<file path="src/rtl/term_text_engine.sv">
// Character-stream engine for the VGA text terminal: decodes printable and control
// bytes, tracks the cursor, scrolls a circular row buffer and drives the screen RAM write port.
module term_text_engine #(
    parameter int COLS      = 80,
    parameter int ROWS      = 30,
    parameter int ATTR_W    = 25,
    parameter int BLINK_DIV = 25_000_000,
    parameter int ADDR_W    = $clog2(COLS*ROWS)
) (
    input  logic                      clk,
    input  logic                      rst_n,
    input  logic [7:0]                in_data,
    input  logic [ATTR_W-1:0]         in_attr,
    input  logic                      in_valid,
    output logic                      in_ready,
    output logic                      wr_en,
    output logic [ADDR_W-1:0]         wr_addr,
    output logic [7:0]                wr_char,
    output logic [ATTR_W-1:0]         wr_attr,
    output logic [$clog2(ROWS)-1:0]   top_row,
    output logic [$clog2(ROWS)-1:0]   cur_row,
    output logic [$clog2(COLS)-1:0]   cur_col,
    output logic                      cursor_on,
    output logic [1:0]                dbgState
);

    localparam int RW    = $clog2(ROWS);
    localparam int RW1   = RW + 1;
    localparam int CW    = $clog2(COLS);
    localparam int TW    = CW + 4;
    localparam int CELLS = COLS * ROWS;
    localparam int NW    = ADDR_W + 1;
    localparam int BW    = (BLINK_DIV > 1) ? $clog2(BLINK_DIV) : 1;
    localparam logic [ATTR_W-1:0] ATTR_RST = ATTR_W'(28'h0000FFF);

    // Handshake: a byte transfers on a rising edge where in_valid && in_ready;
    // in_ready is high only in IDLE, and the source holds its byte until then.
    typedef enum logic [1:0] {
        CLEAR  = 2'd0,
        IDLE   = 2'd1,
        SCROLL = 2'd2
    } state_t;

    state_t              state, stateNext;
    logic [NW-1:0]       cnt, cntNext;
    logic [ADDR_W-1:0]   scrBase, scrBaseNext;
    logic [ATTR_W-1:0]   scrAttr, scrAttrNext;
    logic [RW-1:0]       rowNext, topNext, physRow, topInc;
    logic [RW:0]         rowSum;
    logic [CW-1:0]       colNext;
    logic [TW-1:0]       tabWide;
    logic [ADDR_W-1:0]   curAddr, wrAddrNext;
    logic [7:0]          wrCharNext;
    logic [ATTR_W-1:0]   wrAttrNext;
    logic                wrEnNext, advance, moved, isPrint;
    logic [BW-1:0]       blinkCnt, blinkCntNext;
    logic                cursorOnNext;

    assign in_ready = (state == IDLE);
    assign dbgState = state;

    // Logical row maps onto the circular buffer starting at top_row.
    always_comb begin
        rowSum  = {1'b0, cur_row} + {1'b0, top_row};
        physRow = (rowSum >= RW1'(ROWS)) ? RW'(rowSum - RW1'(ROWS)) : RW'(rowSum);
        curAddr = ADDR_W'(physRow) * ADDR_W'(COLS) + ADDR_W'(cur_col);
        topInc  = (top_row == RW'(ROWS-1)) ? '0 : top_row + 1'b1;
        tabWide = ({4'b0, cur_col} & ~TW'(7)) + TW'(8);
        isPrint = (in_data >= 8'h20) && (in_data <= 8'h7E);
    end

    always_comb begin
        stateNext    = state;
        cntNext      = cnt;
        scrBaseNext  = scrBase;
        scrAttrNext  = scrAttr;
        rowNext      = cur_row;
        colNext      = cur_col;
        topNext      = top_row;
        wrEnNext     = 1'b0;
        wrAddrNext   = wr_addr;
        wrCharNext   = wr_char;
        wrAttrNext   = wr_attr;
        advance      = 1'b0;
        moved        = 1'b0;
        blinkCntNext = blinkCnt;
        cursorOnNext = cursor_on;

        case (state)
            CLEAR: begin
                if (cnt == NW'(CELLS)) begin
                    stateNext = IDLE;
                end else begin
                    wrEnNext   = 1'b1;
                    wrAddrNext = cnt[ADDR_W-1:0];
                    wrCharNext = 8'h20;
                    wrAttrNext = ATTR_RST;
                    cntNext    = cnt + 1'b1;
                end
            end
            SCROLL: begin
                if (cnt == NW'(COLS)) begin
                    stateNext = IDLE;
                end else begin
                    wrEnNext   = 1'b1;
                    wrAddrNext = scrBase + cnt[ADDR_W-1:0];
                    wrCharNext = 8'h20;
                    wrAttrNext = scrAttr;
                    cntNext    = cnt + 1'b1;
                end
            end
            IDLE: begin
                if (in_valid) begin
                    if (isPrint) begin
                        wrEnNext   = 1'b1;
                        wrAddrNext = curAddr;
                        wrCharNext = in_data;
                        wrAttrNext = in_attr;
                        if (cur_col == CW'(COLS-1)) begin
                            colNext = '0;
                            advance = 1'b1;
                        end else begin
                            colNext = cur_col + 1'b1;
                        end
                    end else begin
                        case (in_data)
                            8'h0D: colNext = '0;
                            8'h0A: advance = 1'b1;
                            8'h08: if (cur_col != '0) colNext = cur_col - 1'b1;
                            8'h09: colNext = (tabWide >= TW'(COLS)) ? CW'(COLS-1) : tabWide[CW-1:0];
                            8'h0C: begin
                                // Address 0 is written on entry, so the count resumes at 1.
                                stateNext  = CLEAR;
                                rowNext    = '0;
                                colNext    = '0;
                                topNext    = '0;
                                cntNext    = NW'(1);
                                wrEnNext   = 1'b1;
                                wrAddrNext = '0;
                                wrCharNext = 8'h20;
                                wrAttrNext = ATTR_RST;
                                moved      = 1'b1;
                            end
                            default: ;
                        endcase
                    end
                    if (advance) begin
                        if (cur_row != RW'(ROWS-1)) begin
                            rowNext = cur_row + 1'b1;
                        end else begin
                            // The old top row becomes the new bottom row and is blanked.
                            topNext     = topInc;
                            stateNext   = SCROLL;
                            cntNext     = '0;
                            scrBaseNext = ADDR_W'(top_row) * ADDR_W'(COLS);
                            scrAttrNext = in_attr;
                            moved       = 1'b1;
                        end
                    end
                end
            end
            default: stateNext = CLEAR;
        endcase

        if (moved || (rowNext != cur_row) || (colNext != cur_col)) begin
            blinkCntNext = '0;
            cursorOnNext = 1'b1;
        end else if (blinkCnt == BW'(BLINK_DIV-1)) begin
            blinkCntNext = '0;
            cursorOnNext = ~cursor_on;
        end else begin
            blinkCntNext = blinkCnt + 1'b1;
        end
    end

    always_ff @(posedge clk or negedge rst_n) begin
        if (!rst_n) begin
            state     <= CLEAR;
            cnt       <= '0;
            scrBase   <= '0;
            scrAttr   <= ATTR_RST;
            cur_row   <= '0;
            cur_col   <= '0;
            top_row   <= '0;
            wr_en     <= 1'b0;
            wr_addr   <= '0;
            wr_char   <= 8'h20;
            wr_attr   <= ATTR_RST;
            blinkCnt  <= '0;
            cursor_on <= 1'b1;
        end else begin
            state     <= stateNext;
            cnt       <= cntNext;
            scrBase   <= scrBaseNext;
            scrAttr   <= scrAttrNext;
            cur_row   <= rowNext;
            cur_col   <= colNext;
            top_row   <= topNext;
            wr_en     <= wrEnNext;
            wr_addr   <= wrAddrNext;
            wr_char   <= wrCharNext;
            wr_attr   <= wrAttrNext;
            blinkCnt  <= blinkCntNext;
            cursor_on <= cursorOnNext;
        end
    end

endmodule

</file>
<file path="config.mk">
export PLATFORM = sky130hd
export DESIGN_NAME = term_text_engine
export DESIGN_NICKNAME = d
export VERILOG_FILES = /design/src/rtl/term_text_engine.sv
export SDC_FILE = /design/constraint.sdc
export NUM_CORES = 1
export LEC_CHECK = 0
export ABC_AREA = 1
export ABC_CLOCK_PERIOD_IN_PS = 3500
export CAP_MARGIN = 20
export CORE_AREA = 8 8 159 161
export DETAILED_ROUTE_END_ITERATION = 16
export DIE_AREA = 0 0 167 169
export DONT_BUFFER_PORTS = 1
export PLACE_DENSITY = 0.54
export SETUP_SLACK_MARGIN = 0.2
export SYNTH_ARGS = -nofsm -noshare
export SYNTH_HDL_FRONTEND = slang
export SYNTH_SLANG_ARGS = --single-unit
</file>
<file path="constraint.sdc">
create_clock -name clk -period 3.5 [get_ports clk]
set_input_delay 0.7 -clock clk [delete_from_list [all_inputs] [get_ports clk]]
set_output_delay 0.7 -clock clk [all_outputs]
set_load 0.02 [all_outputs]
</file>
======== Yosys cells after proc, flatten, opt, wreduce, memory -nomap -nowiden ========
Index checks and enable logic that the tools add are counted.
Widths: inputs -> output; s select.
cells by class
  equality and inequality tests ........... 21
  $lt $le $gt $ge ......................... 4
  bitwise gates (word level) .............. 2
  multiply operators ...................... 2
  $add $sub $neg .......................... 11
  reductions and logical operators ........ 13
  multiplexer cells ....................... 73
operators by type and width
  cell                   count
  $mux 25                7
  $mux 13                7
  $pmux 25 s3            1
  $mux 12                5
  $mux 5                 12
  $mux 7                 6
  $eq 8x4->1 const B     5
  $mux 8                 5
  $pmux 13 s3            1
  $pmux 12 s3            1
  $add 25x1->25 const B  1
  $eq 25x25->1 const B   1
  $pmux 8 s3             1
  $pmux 7 s3             1
  $mux 1                 17
  $mul 5x3->8 const B    2
  $mux 2                 7
  $add 13x1->13 const B  1
  $eq 13x12->1 const B   1
  $eq 13x7->1 const B    1
  $add 12x12->12         1
  $add 12x7->12          1
  $add 5x1->5 const B    2
  $ne 2x2->1 const B     5
  31 further kinds       34
storage, ports and cells
  input bits .............................. 36
  register bits after elaboration ......... 137
  word-level logic and storage cells ...... 139
  output and inout bits ................... 67

======== Logic depth before layout (Yosys ltp) ========
Gate-level depths: netlist of run 1.
  word-level depth ........................ 12
  mapped depth ............................ 26
  mapped depth without buffers ............ 26

======== Worst setup path after synthesis of run 1 ========
Ideal clock, no wire load.
  path type ............................... flip-flop to flip-flop
  from .................................... reg top_row[0]
  to ...................................... reg wr_addr[10]
  required time ........................... 3.383 ns
  cell stages (with the launch flop) ...... 21
  period minus slack after synthesis ...... 3.820 ns
  setup time .............................. 0.117 ns
  setup slack ............................. -0.320 ns
  data arrival time ....................... 3.703 ns
  path buffers ............................ 0
  path through ............................ dfrtp_1 > ha_1 > fa_1 > xnor2_1 > inv_1 > nand3_1 > or2_2 > nand2_1 > xor2_1 > ha_1 > ha_1 > fa_1 > inv_1 > nor2_1 > inv_1 > nor2_1 > nand3_1 > nand3_1 > nand2_1 > nand2_1 > nand2_1
between the ends
  longest elaborated chain between the ends .. 8
  elaborated cells between the ends (all ways) .. 9
  those cells by class .................... 3 x add/sub; 1 x mul; 1 x order compare; 4 x mux
RTL lines
  element                                    line  source
  start, declared                            20    output logic [$clog2(ROWS)-1:0] top_row,
  start signal, assigned                     198   top_row <= topNext;
  $add 5x5->6 *                              64    rowSum = {1'b0, cur_row} + {1'b0, top_row};
  $sub 5x5->5 or $ge 6x5->1 (tied branches)  65    physRow = (rowSum >= RW1'(ROWS)) ? RW'(rowSum - RW1'(ROWS)) : RW'(rowSum);
  $mux 5 *                                   65
  $mul 5x3->8 *                              66    curAddr = ADDR_W'(physRow) * ADDR_W'(COLS) + ADDR_W'(cur_col);
  $add 12x7->12 *                            66
  $mux 12 *                                  114   if (isPrint) begin
  $mux 12 *                                  113   if (in_valid) begin
  $pmux 12 s3 *                              89    case (state)
  end signal, assigned                       200   wr_addr <= wrAddrNext;
  end, declared                              17    output logic [ADDR_W-1:0] wr_addr,
Mark *: on every way between the ends. The rest lies on a longest branch, timed or not. The select of a mux whose other input is x is not followed.
A chain may end at the register's enable or synchronous reset.

======== Worst setup path in the final report of run 1 ========
  from .................................... reg cur_row[0]
  to ...................................... reg wr_addr[10]
between the ends
  longest elaborated chain between the ends .. 8
  elaborated cells between the ends (all ways) .. 9
  those cells by class .................... 3 x add/sub; 1 x mul; 1 x order compare; 4 x mux
RTL lines
  element                                    line  source
  start, declared                            21    output logic [$clog2(ROWS)-1:0] cur_row,
  start signal, assigned                     196   cur_row <= rowNext;
  $add 5x5->6 *                              64
  $sub 5x5->5 or $ge 6x5->1 (tied branches)  65
  $mux 5 *                                   65
  $mul 5x3->8 *                              66
  $add 12x7->12 *                            66
  $mux 12 *                                  114
  $mux 12 *                                  113
  $pmux 12 s3 *                              89
Marks and branches as above.

==> impl_metrics.toml, run 1 <==
[global_route]
grt_usage = 0.182
grt_max_degree = 112
first_global_vias = 7424
grt_antenna_before_repair = 0
top_usage_layer = "met2"
use_met1 = 0.236
grt_util_met2 = 0.293
met3_usage = 0.0529
grt_first_pass_wirelength_um = 41000
overflow = 0

[finish]
fin_nets = 1292
fin_util = 0.443
final_common_cell = "nand2_1"
syn_to_final_growth_pct = 13.3
diodes = 0
drive_gt1_frac = 0.141
n_fill_cell = 2344
finalInstanceArea_um2 = 10200
layout_common_cells = "319 x nand2_1, 123 x inv_1, 106 x dfrtp_1"

[critical_path]
worstPathRequired_ns = 3.81
slowest_stage = "fa_2"
path_cells = "ha_4, fa_2, xnor2_2, inv_1, nand3_2, or2_4, nand2_4, nand2_2, xor2_1, inv_1, ha_4, ha_4, fa_2, inv_2, nor2_1, inv_1, nor2_2, nand3_1, nand3_1, nand2_1, nand2_1, nand2_1"
crit_start = "cur_row[0]"
critPathMaxFanout = 4
reg2reg_slack_ns = -0.03
cp-start-kind = "flip-flop"
end_kind = "flip-flop"
critPathTopFamily = "adder cells"
cp-endpoint = "wr_addr[10]"
cp_slowest_stage_delay_ns = 0.52
timing.rr.end = "wr_addr[10]"
rr_startpoint = "cur_row[0]"
reg2regPathDepth = 22
cp.depth = 22
path_buf_inv = 4
arrival_ns = 3.84
crit_type = "reg2reg"

[synthesis]
synth_largest_area_cell = "dfrtp_1"
synth.avg_cell_area_um2 = 7.49
syn_nets = 1284
ys_types = 51
ys_seq_area_frac = 0.386
synth_area_leaders = "dfrtp_1 31%, nand2_1 13%, dfstp_2 7.6%, ha_1 6.4%, o21ai_0 5.3%"
syn_area_um2 = 8960
ys_seq_elements = 137
syn_inst = 1197
yosysWarnings = 0
synth.top_cell.area_share = 0.310

[timing]
period_needed_ns = 3.53
rsz0062_at_grt = "true"
timing.final.hold_violations = 0
slew_viol_final = 0
finalSetupViolations = 3
post-route-period-util = 1.01
slew_headroom = 0.468
fin_ws_ns = -0.0271
worst_pin_slew_ns = 0.798
clock_skew_ns = 0.00952
fmax_mhz = 284

[placement]
portBuffers = 0
dpl_worst_slack_ns = -0.0618
placed_area_um2 = 9420
place_hpwl_um = 18200
gp_congestion = 0.858

[flow_run]
max_cap_violations = 0

[status]
status = "complete, but fails checks"
violations = "negative setup slack"

[routing]
drt_pass1_iterations = 5
drc_errors = 0
initialDrtViolationCount = 499
viasPerCell = 5.15
wire_per_inst_um = 16.9
drt-total-wl_um = 25500
detail-route-antenna-nets = 0
vias = 7767

[clock_network]
ctsRootBufferMaster = "clkbuf_16"
cts_buffers = 17
cts_tree = "yes"
clockBufferDepth = 2
h-tree-depth = 4
cts.clk_slew.worst_paths_ns = 0.06
clkLatencyLatePin_ns = 0.43
cts.sinks = 137

[power]
vdd_drop_max_uv = 547
p_per_area_nw_per_um2 = 934
p_leak_nw = 4.68

[die]
core_area_um2 = 22900
initial_core_util = 0.391
num_io_pins = 103
dieArea_um2 = 28200
die_width_um = 167
die_h_um = 169
rows = 56

[min_path]
hold_class = "in2async"
-- sequential cells by signal, summed over array words and instances, names as in the netlist --
name and cells:
wr_en 1, cnt 13, wr_addr 12, cur_row 5, scrAttr 25, dbgState 2
cursor_on 1, blinkCnt 25, cur_col 7, wr_char 8, scrBase 8, wr_attr 25
top_row 5
-- synthesized netlist by cell type (all sizes together) --
cell,number
clkbuf,33
or2,5
a21o,1
nand3,94
inv,129
nand4,21
and2,1
o21bai,1
o41ai,1
nor4,10
o22ai,7
a22oi,5
a21boi,1
o32ai,1
xnor2,7
buf,13
o211ai,8
dfrtp,111
fa,5
a31oi,16
o31ai,6
nand2,328
ha,46
clkinv,2
a21oi,38
xor2,22
o311ai,1
nand3b,3
o21ai,103
a31o,1
a22o,1
or3,1
nor2,103
nor3,46
dfstp,26
-- report_power, final --
part           internal, W  total, W  switching (W)  leakage [nW]
logic              0.00191   0.00507        0.00316          2.65
clock network      0.00115   0.00188       0.000733         0.286
registers          0.00194   0.00254       0.000601          1.74
total              0.00500   0.00949        0.00449          4.68
-- through the flow --
step                instances  hold slack [ns]  total power (W)  setup TNS (ns)
floorplan                1197            0.404          0.00605         -0.0412
global placement         1470            0.415          0.00711         -0.0106
detailed placement       1470            0.414          0.00720         -0.0913
CTS                      1505           0.0937          0.00923               0
global route             1508           0.0883           0.0104          -0.783
finish                   1508            0.116          0.00949         -0.0400
-- worst min path at each step --
| stage | end | slack, ns | depth (start not counted) |
|---|---|---|---|
| 3_3_place_gp | wr_char[7] | 0.42 | 0 |
| 4_1_cts | scrAttr[2] | 0.09 | 0 |
| 6_report | wr_attr[2] | 0.12 | 0 |
| 5_1_grt | scrAttr[2] | 0.09 | 0 |
| 3_5_place_dp | cnt[12] | 0.41 | 0 |
| 2_1_floorplan | blinkCnt[0] | 0.40 | 0 |
-- kinds of logic after synthesis --
family	count (synthesis)	synth area share
buffers and inverters	177	0.0790
adder cells (fa/ha/maj)	51	0.0754
XOR/XNOR	29	0.0283
AND/OR/NAND/NOR	612	0.311
flip-flops	137	0.386
AO/OA/AOI/OAI	191	0.120
-- routing by layer --
layer  vias up  routed length, um
met5         -                  0
met4         0                242
met3        11               1700
met2       160              11800
met1      3616              11800
li1       3980                  -
-- worst reg2reg max path: cells and delay by family (launching register included) --
kind | cells | cell delay, ns
DFF | 1 | 0.42
and+or+nand+nor | 11 | 0.95
adders and majority gates | 5 | 1.44
xor gates and xnor gates | 2 | 0.28
buffers and inverters | 4 | 0.32
-- area by class of cell --
cell class / instances / area (um2) / share of cell area
Clock buffer: 19 / 443 / 0.0436
Clock inverter: 13 / 169 / 0.0166
Inverter: 131 / 492 / 0.0484
Multi-Input combinational cell: 884 / 4950 / 0.487
Sequential cell: 137 / 3470 / 0.341
Tap cell: 290 / 363 / 0.0357
Timing Repair Buffer: 34 / 275 / 0.0271
-- repair_timing --
item | CTS | global route
resized for setup | 3 | 13
hold endpoints to repair | 111 | 0
endpoints found under the setup margin | 5 | 32
setup buffers | 2 | 2
pin swaps | 4 | 5
hold buffers | 1 | 0
cloned | 0 | 1
Note: power is estimated with default switching activity, not from simulation.
==> run 2: changes to the inputs <==
- CORE_AREA: 8 8 159 161 -> 8 8 123 210
- DIE_AREA: 0 0 167 169 -> 0 0 131 218
- PLACE_DENSITY: 0.54 -> 0.53
==> run 2 against run 1 <==
Against the previous run:
- the flow still finishes with violations (negative setup slack)
- cell area up 0.74%
- worst hold slack worse by 0.016 ns
- via count up 3.7%
- clock power up 3%
- sequential cell count unchanged
- register-to-register slack about the same
- core utilization up 0.051 points
- routed wire length up 12%
- power up 1.3%
- critical path depth down 1
- sequential share of layout area down 0.26 points
- critical path type unchanged
- critical endpoint is now wr_addr[9]
- largest power group unchanged
- highest routed layer unchanged
==> impl_metrics.toml, run 2 (synthesis gave the netlist of run 1 again) <==
[routing]
detail-route-antenna-nets = 0
wire_per_inst_um = 18.7
viasPerCell = 5.27
vias = 8056
drc_errors = 0
initialDrtViolationCount = 504
drt-total-wl_um = 28600
drt_pass1_iterations = 5

[global_route]
grt_first_pass_wirelength_um = 43900
first_global_vias = 7998
grt_max_degree = 112
grt_usage = 0.206
grt_antenna_before_repair = 0
overflow = 0

[critical_path]
rr_startpoint = "cur_row[0]"
worstPathRequired_ns = 3.82
arrival_ns = 3.85
path_buf_inv = 3
timing.rr.end = "wr_addr[9]"
cp-start-kind = "flip-flop"
reg2regPathDepth = 21
cp_slowest_stage_delay_ns = 0.42
slowest_stage = "dfrtp_2"
critPathTopFamily = "adder cells"
end_kind = "flip-flop"
reg2reg_slack_ns = -0.02
critPathMaxFanout = 4
path_cells = "ha_4, fa_2, xnor2_2, inv_1, nand3_2, or2_4, nand2_4, nand2_2, xor2_1, inv_1, ha_4, ha_4, fa_1, nor2_1, nor2_2, inv_1, o21ai_0, a31oi_1, o21ai_1, o211ai_1, nand2_1"
crit_type = "reg2reg"

[finish]
syn_to_final_growth_pct = 14.2
diodes = 0
reg_top3 = "blinkCnt (25), scrAttr (25), wr_attr (25)"
drive_gt1_frac = 0.144
layout_common_cells = "319 x nand2_1, 122 x inv_1, 107 x dfrtp_1"
final_common_cell = "nand2_1"
fin_nets = 1299
fin_util = 0.444
finalInstanceArea_um2 = 10200
n_fill_cell = 2359

[timing]
clock_skew_ns = 0.0115
slew_viol_final = 0
timing.final.hold_violations = 0
fmax_mhz = 284
fin_ws_ns = -0.0233
period_needed_ns = 3.52
finalSetupViolations = 1
worst_pin_slew_ns = 0.873
fin_hold_ws_ns = 0.100
post-route-period-util = 1.01
rsz0062_at_grt = "true"
slew_headroom = 0.417

[placement]
portBuffers = 0
dpl_worst_slack_ns = -0.0561
place_hpwl_um = 20900
gp_congestion = 0.912
placed_area_um2 = 9500

[clock_network]
cts.sinks = 137
clkLatencyLatePin_ns = 0.44
cts_buffers = 17
h-tree-depth = 4
ctsRootBufferMaster = "clkbuf_16"
cts_tree = "yes"
cts.clk_slew.worst_paths_ns = 0.07
clockBufferDepth = 2

[die]
initial_core_util = 0.389
die_h_um = 218
num_io_pins = 103
core_area_um2 = 23100
die_width_um = 131
rows = 74
dieArea_um2 = 28600

[power]
p_leak_nw = 4.75
p_total_w = 0.00961
vdd_drop_max_uv = 470
p_per_area_nw_per_um2 = 939

[min_path]
hold_class = "in2async"

[status]
status = "complete, but fails checks"
violations = "negative setup slack"

[flow_run]
max_cap_violations = 0
run 2: layer usage:
metal | up-vias | track usage | wire, um
li1 | 3983 | - | -
met1 | 3813 | 0.202 | 10200
met2 | 192 | 0.376 | 15600
met3 | 68 | 0.0426 | 1270
met4 | 0 | 0.133 | 1540
met5 | - | 0 | 0
run 2: cell type report:
cell class | instances | area (um2) | share of cell area
clock inverter | 13 | 175 | 0.0171
timing repair buffer | 41 | 340 | 0.0333
multi-input combinational | 884 | 4930 | 0.481
tap | 304 | 380 | 0.0372
clock buffer | 19 | 453 | 0.0443
inverter | 131 | 492 | 0.0480
sequential | 137 | 3470 | 0.339
run 2: how the worst max path moves through the flow:
stage | from | end | slack (ns) | cells past startpoint
floorplan | top_row[0] | wr_addr[10] | -0.04 | 18
global placement | cur_row[0] | wr_addr[10] | -0.02 | 22
detailed placement | cur_row[0] | wr_addr[9] | -0.06 | 18
CTS | cur_row[0] | wr_addr[10] | 0.0008 | 23
global route | cur_row[0] | wr_addr[9] | -0.24 | 21
finish | cur_row[0] | wr_addr[9] | -0.02 | 21
run 2: report_power, final:
group          internal, W  switching, W  leakage [nW]  total (W)
clock network      0.00122      0.000721         0.314    0.00194
registers          0.00194      0.000587          1.74    0.00253
logic              0.00187       0.00327          2.69    0.00514
run 2: metrics by stage:
step / cells / TNS (ns)
final: 1529 / -0.0233
after global routing: 1529 / -0.889
after CTS: 1527 / 0
after detailed placement: 1491 / -0.168
after global placement: 1491 / -0.0206
after floorplan: 1197 / -0.0412
run 2: repair_timing:
item	in CTS	in global routing
endpoints found under the hold margin	111	0
hold buffers	1	0
pin swaps	3	6
setup endpoints to repair	6	28
gates resized for setup	4	12
cloned	0	1
buffers inserted	3	1
run 2: worst register-to-register path, stage by stage (launching register included):
cell and delay, ns:
dfrtp_2 0.42, ha_4 0.17, fa_2 0.36, xnor2_2 0.16, inv_1 0.10, nand3_2 0.08, or2_4 0.24, nand2_4 0.09
nand2_2 0.05, xor2_1 0.14, inv_1 0.10, ha_4 0.21, ha_4 0.16, fa_1 0.37, nor2_1 0.15, nor2_2 0.06
inv_1 0.08, o21ai_0 0.09, a31oi_1 0.13, o21ai_1 0.10, o211ai_1 0.08, nand2_1 0.07
